File: src/rtl/eth_pkg.sv
// Shared Ethernet framing constants and the framer state type.
// Also intended for the receive-side FCS checker.
package eth_pkg;

   localparam logic [7:0]  ETH_PREAMBLE_BYTE = 8'h55;
   localparam logic [7:0]  ETH_SFD_BYTE      = 8'hD5;
   localparam logic [31:0] ETH_CRC32_POLY    = 32'hEDB88320;
   localparam logic [31:0] ETH_CRC32_INIT    = 32'hFFFFFFFF;

   typedef enum logic [2:0] {
      ST_IDLE,
      ST_PREAMBLE,
      ST_SFD,
      ST_PAYLOAD,
      ST_PAD,
      ST_FCS,
      ST_IFG
   } framer_state_e;

endpackage

File: src/rtl/axis_eth_framer_if.sv
// Byte-wide AXI-Stream bundle used on both sides of the Ethernet framer.
interface axis_eth_framer_if;

   logic [7:0] tdata;
   logic       tvalid;
   logic       tready;
   logic       tlast;

   modport master (output tdata, output tvalid, output tlast, input tready);
   modport slave  (input tdata, input tvalid, input tlast, output tready);

endinterface

File: src/rtl/eth_crc32_byte.sv
// One-byte step of the reflected Ethernet CRC-32 (LSB-first), purely combinational.
module eth_crc32_byte
   import eth_pkg::*;
(
   input  logic [31:0] crc,
   input  logic [7:0]  data,
   output logic [31:0] crc_next
);

   always_comb begin
      crc_next = crc ^ {24'h000000, data};
      for (int i = 0; i < 8; i++) begin
         crc_next = crc_next[0] ? ((crc_next >> 1) ^ ETH_CRC32_POLY) : (crc_next >> 1);
      end
   end

endmodule

File: src/rtl/axis_eth_framer.sv
// Wraps a raw Ethernet frame with preamble/SFD, minimum-length padding and FCS,
// then enforces the inter-frame gap before accepting the next frame.
module axis_eth_framer
   import eth_pkg::*;
#(
   parameter int PREAMBLE_BYTES  = 7,
   parameter int MIN_FRAME_BYTES = 60,
   parameter int ENABLE_PAD      = 1,
   parameter int IFG_BYTES       = 12
)
(
   input  logic              clock,
   input  logic              reset,
   axis_eth_framer_if.slave  saxis,
   axis_eth_framer_if.master maxis
);

   localparam int GAP_MAX = (PREAMBLE_BYTES > IFG_BYTES) ? PREAMBLE_BYTES : IFG_BYTES;
   localparam int GAP_W   = (GAP_MAX < 2) ? 1 : $clog2(GAP_MAX + 1);
   localparam int CNT_W   = (MIN_FRAME_BYTES < 2) ? 1 : $clog2(MIN_FRAME_BYTES + 1);

   framer_state_e    state;
   logic [GAP_W-1:0] gap_count;
   logic [CNT_W-1:0] byte_count;
   logic [CNT_W-1:0] byte_count_inc;
   logic [1:0]       fcs_index;
   logic [31:0]      crc;
   logic [31:0]      crc_next;
   logic [31:0]      fcs_shifted;
   logic [7:0]       crc_byte;
   logic             advance;

   assign advance      = !maxis.tvalid || maxis.tready;
   assign saxis.tready = (state == ST_PAYLOAD) && advance;

   // Byte count only matters up to the minimum length, so it saturates there.
   assign byte_count_inc = (byte_count == CNT_W'(MIN_FRAME_BYTES)) ? byte_count
                                                                   : byte_count + CNT_W'(1);

   assign crc_byte    = (state == ST_PAYLOAD) ? saxis.tdata : 8'h00;
   assign fcs_shifted = ~crc >> {fcs_index, 3'b000};

   eth_crc32_byte u_crc (
      .crc      (crc),
      .data     (crc_byte),
      .crc_next (crc_next)
   );

   // Every state loads the output register only on advance, so a stalled sink freezes everything.
   always_ff @(posedge clock) begin
      if (reset) begin
         state        <= ST_IDLE;
         maxis.tvalid <= 1'b0;
         maxis.tdata  <= 8'h00;
         maxis.tlast  <= 1'b0;
         gap_count    <= '0;
         byte_count   <= '0;
         fcs_index    <= 2'd0;
         crc          <= ETH_CRC32_INIT;
      end else if (advance) begin
         unique case (state)
            ST_IDLE: begin
               maxis.tvalid <= 1'b0;
               maxis.tlast  <= 1'b0;
               if (saxis.tvalid) begin
                  state      <= ST_PREAMBLE;
                  gap_count  <= '0;
                  byte_count <= '0;
                  fcs_index  <= 2'd0;
                  crc        <= ETH_CRC32_INIT;
               end
            end
            ST_PREAMBLE: begin
               maxis.tdata  <= ETH_PREAMBLE_BYTE;
               maxis.tvalid <= 1'b1;
               maxis.tlast  <= 1'b0;
               if (gap_count == GAP_W'(PREAMBLE_BYTES - 1)) begin
                  gap_count <= '0;
                  state     <= ST_SFD;
               end else begin
                  gap_count <= gap_count + GAP_W'(1);
               end
            end
            ST_SFD: begin
               maxis.tdata  <= ETH_SFD_BYTE;
               maxis.tvalid <= 1'b1;
               state        <= ST_PAYLOAD;
            end
            ST_PAYLOAD: begin
               // Upstream gaps pass straight through as output bubbles.
               if (saxis.tvalid) begin
                  maxis.tdata  <= saxis.tdata;
                  maxis.tvalid <= 1'b1;
                  crc          <= crc_next;
                  byte_count   <= byte_count_inc;
                  if (saxis.tlast) begin
                     state <= ((ENABLE_PAD != 0) && (byte_count_inc < CNT_W'(MIN_FRAME_BYTES)))
                              ? ST_PAD : ST_FCS;
                  end
               end else begin
                  maxis.tvalid <= 1'b0;
               end
            end
            ST_PAD: begin
               maxis.tdata  <= 8'h00;
               maxis.tvalid <= 1'b1;
               crc          <= crc_next;
               byte_count   <= byte_count_inc;
               if (byte_count_inc == CNT_W'(MIN_FRAME_BYTES)) begin
                  state <= ST_FCS;
               end
            end
            ST_FCS: begin
               maxis.tdata  <= fcs_shifted[7:0];
               maxis.tvalid <= 1'b1;
               maxis.tlast  <= (fcs_index == 2'd3);
               fcs_index    <= fcs_index + 2'd1;
               if (fcs_index == 2'd3) begin
                  state     <= ST_IFG;
                  gap_count <= '0;
               end
            end
            ST_IFG: begin
               // First advance here is the last FCS handshake; idle cycles are counted from it.
               maxis.tvalid <= 1'b0;
               maxis.tlast  <= 1'b0;
               if (gap_count == GAP_W'(IFG_BYTES - 1)) begin
                  gap_count <= '0;
                  crc       <= ETH_CRC32_INIT;
                  state     <= ST_IDLE;
               end else begin
                  gap_count <= gap_count + GAP_W'(1);
               end
            end
            default: begin
               state <= ST_IDLE;
            end
         endcase
      end
   end

endmodule

File: src/flat_wrapper.sv
// flat-port wrapper written by rule: the top's interface ports become plain ports
module axis_eth_framer_flat import eth_pkg::*;
#(
   parameter int PREAMBLE_BYTES  = 7,
   parameter int MIN_FRAME_BYTES = 60,
   parameter int ENABLE_PAD      = 1,
   parameter int IFG_BYTES       = 12
)
  (clock, reset, saxis_tdata, saxis_tvalid, saxis_tlast, saxis_tready, maxis_tdata, maxis_tvalid, maxis_tlast, maxis_tready);
  axis_eth_framer_if saxis_i ();
  axis_eth_framer_if maxis_i ();
  input  logic clock;
  input  logic reset;
  input wire logic [$bits(saxis_i.tdata)-1:0] saxis_tdata;
  input wire logic [$bits(saxis_i.tvalid)-1:0] saxis_tvalid;
  input wire logic [$bits(saxis_i.tlast)-1:0] saxis_tlast;
  output wire logic [$bits(saxis_i.tready)-1:0] saxis_tready;
  output wire logic [$bits(maxis_i.tdata)-1:0] maxis_tdata;
  output wire logic [$bits(maxis_i.tvalid)-1:0] maxis_tvalid;
  output wire logic [$bits(maxis_i.tlast)-1:0] maxis_tlast;
  input wire logic [$bits(maxis_i.tready)-1:0] maxis_tready;
  assign saxis_i.tdata = saxis_tdata;
  assign saxis_i.tvalid = saxis_tvalid;
  assign saxis_i.tlast = saxis_tlast;
  assign saxis_tready = saxis_i.tready;
  assign maxis_tdata = maxis_i.tdata;
  assign maxis_tvalid = maxis_i.tvalid;
  assign maxis_tlast = maxis_i.tlast;
  assign maxis_i.tready = maxis_tready;
  axis_eth_framer #(.PREAMBLE_BYTES(PREAMBLE_BYTES), .MIN_FRAME_BYTES(MIN_FRAME_BYTES), .ENABLE_PAD(ENABLE_PAD), .IFG_BYTES(IFG_BYTES)) u_core (.clock(clock), .reset(reset), .saxis(saxis_i), .maxis(maxis_i));
endmodule
File: config.mk
export PLATFORM = sky130hd
export DESIGN_NAME = axis_eth_framer_flat
export DESIGN_NICKNAME = d
export VERILOG_FILES = /design/src/rtl/eth_pkg.sv /design/src/rtl/axis_eth_framer_if.sv /design/src/rtl/eth_crc32_byte.sv /design/src/rtl/axis_eth_framer.sv /design/src/flat_wrapper.sv
export SDC_FILE = /design/constraint.sdc
export NUM_CORES = 1
export LEC_CHECK = 0
export BUFFER_PORTS_ARGS = -buffer_cell sky130_fd_sc_hd__buf_2
export CAP_MARGIN = 5
export CORE_MARGIN = 2
export CORE_UTILIZATION = 50
export CTS_BUF_LIST = sky130_fd_sc_hd__clkbuf_8
export CTS_CLUSTER_DIAMETER = 120
export CTS_CLUSTER_SIZE = 28
export DETAILED_ROUTE_END_ITERATION = 8
export HOLD_SLACK_MARGIN = 0.1
export PLACE_DENSITY_LB_ADDON = 0.05
export SKIP_LAST_GASP = 1
export SYNTH_ARGS = -nofsm -noshare
export SYNTH_HDL_FRONTEND = slang
export SYNTH_SLANG_ARGS = --single-unit
File: constraint.sdc
create_clock -name clock -period 4.2 [get_ports clock]
set_input_delay 0 -clock clock [delete_from_list [all_inputs] [get_ports clock]]
set_output_delay 0 -clock clock [all_outputs]
set_load 0.01 [all_outputs]
==> results.cfg <==
[status]
status = finished, final reports clean

[worst_setup_path]
path_max_fanout = 23
cp_data_required_time_ns = 4.38
setup.worst_path.end_class = flop
reg2reg_from = u_core.state[1]
worstPathArrival_ns = 3.20
critPathKind = reg2reg
r2r_cells = 4
rrSetupSlack_ns = 1.17
cp-start-kind = flop
setup.worst_path.start = u_core.state[1]

[detailed_routing]
vias_per_cell = 5.61
vias = 2974
drt_iter0_markers = 157
drt_first_pass_iters = 5
final_antenna_net_count = 0
wl_per_cell_um = 16.7
wirelength_um = 8860
drc = 0

[synthesis]
synth_area_leaders = dfxtp_1 30%, xnor2_1 11%, a21oi_1 5.3%, mux4_2 4.7%, nor2_1 4.4%
async_reset_ff_share_pct = 0
ys_types = 52
yosys_most_used_dff = dfxtp_1
syn_nets = 429
synthCells = 411
synth_top_area_cell = dfxtp_1
yosysWarnings = 0
seq_area_frac_synth_pct = 30.0
synth_edf_count = 0
synth_top_area_share_pct = 30.0
syn_avg_cell_area_sq_um = 9.25
syn_area_sq_um = 3800
synth-seq-cells = 57

[cts]
clk_pin_slew_worst_paths_ns = 0.07
clock_sinks = 57
cts-root-buf = clkbuf_8
htreeDepth = 3
insertion_delay_ns = 0.35
hold_buffers = 4
cts_made_buffers = 9
cts_resized = 0
cts_tree = built
post_cts_buffers = 0
cts_buffer_depth = 2

[power_and_ir_drop]
p_leak_nw = 1.46
sequentialPowerShare_pct = 34.0
switchingPower_mw = 0.827
combPwrFrac_pct = 39.6
p_clk_share_pct = 26.4
ir_worst_vdd_v = 0.000188
power_density_nw_per_um2 = 505
p_int_mw = 1.28
switching_share_pct = 39.3

[floorplan]
ioPinCount = 24
start_util_pct = 52.1
rows = 31
die_h_um = 91.2
core_area_sq_um = 7290
die-area_sq_um = 8320
die_w_um = 91.2

[timing]
rsz0062_at_grt = no
fin_skew_ns = 0.00998
period_minus_slack_ns = 3.03
hold_violations = 0
min_period_over_period_pct = 72.0
maxClockFrequency_ghz = 0.331
setup_viol = 0
whs_ns = 0.111
finalMaxSlewViolations = 0
slew_headroom_pct = 29.8
max_slew.worst_pin.slew_ns = 1.05
tns_ns = 0

[hold_path]
hold_depth = 3
min_path_type = in2reg
min-delay-start = saxis_tdata[4]

[layout]
final_cell_mix = 57 x dfxtp_1, 47 x xnor2_1, 45 x nor2_1
final_layout_size_suffix_gt1_share_pct = 18.6
nNetsFinal = 444
synthToLayoutAreaGrowth_pct = 9.74
antennaDiodeCount = 0
final_common_cell = dfxtp_1
fin_cells = 530

[grt]
grt_pass1_vias = 2881
grt_start_max_net_pins = 43
track_usage_pct = 22.4
grt_pass1_wl_um = 14700
antenna_found_initial = 0
grt_overflow_total = 0

[placed_design]
port_buffers = 23
place_congestion = 0.869
dp_hpwl_um = 6360
dp.cells = 510

[job]
max-cap-violations = 0
layer usage:
metal  track usage (%)  vias up  wire length, um
li1                  -     1465                -
met1              30.6     1420             4230
met2              34.6       76             4070
met3              5.23       13              395
met4              8.08        0              165
met5                 0        -                0
cell usage after synthesis (all sizes together), types with 3 or more instances:
library cell / n
nand3b: 4
xor2: 23
a21oi: 41
nor2b: 5
o22ai: 14
clkbuf: 15
inv: 8
dfxtp: 57
mux4: 8
nand3: 10
nor3: 6
o21ai: 19
o221ai: 5
nor2: 46
nand2b: 16
nand4b: 8
a31oi: 6
a21o: 3
a2bb2oi: 3
xnor2: 56
ha: 5
or2: 4
nand2: 21
buf: 8
final cells by class:
type	instances	area [sq um]
inverter	8	30.0
multi-input combinational	323	2510
fill	684	3120
clock inverter	4	50.0
clock buffer	12	165
sequential	57	1140
timing repair buffer	27	155
tap	99	124
sequential cells by signal, indices dropped and copies added (netlist names):
register	flops
u_core.maxis.tlast	1
u_core.crc	32
u_core.state	3
u_core.byte_count	6
u_core.gap_count	4
u_core.maxis.tdata	8
u_core.fcs_index	2
u_core.maxis.tvalid	1
worst paths after layout:
kind                                               to
worst max-delay path                   u_core.crc[22]
worst min-delay path            u_core.maxis.tdata[4]
worst max register to register         u_core.crc[22]
worst min register to register  u_core.maxis.tdata[4]
through the flow:
step | setup slack, ns | util, % | power [mW] | instance area (sq um)
finish | 1.17 | 57.2 | 2.11 | 4170
global route | 0.894 | 57.2 | 2.24 | 4170
CTS | 1.20 | 57.2 | 2.12 | 4170
detailed placement | 1.19 | 53.7 | 1.55 | 3920
global placement | 1.28 | 53.7 | 1.55 | 3920
floorplan | 2.33 | - | 1.41 | 3800
logic make-up (layout without fill, tap and decap cells):
family / Yosys count / in the layout / synth area share, %
xor+xnor: 79 / 79 / 24.1
buf+inv: 31 / 51 / 4.05
fa+ha+maj: 5 / 5 / 1.65
flops: 57 / 57 / 30.0
compound gates: 99 / 99 / 15.5
simple gates: 131 / 131 / 19.7
mux: 9 / 9 / 5.03
critical path, cell delays in order, from the launching register on:
cell     delay [ns]
dfxtp_1        0.98
nand4_1        0.33
a21o_1         0.50
nor2_1         0.89
a21oi_1        0.15
power groups by stage:
stage	sequential [mW]	combinational, mW	clock (mW)
floorplan	0.674	0.732	0
global placement	0.721	0.828	0
detailed placement	0.726	0.828	0
CTS	0.715	0.836	0.568
global route	0.731	0.921	0.590
finish	0.716	0.834	0.555
Power figures use the tool's default switching activity.
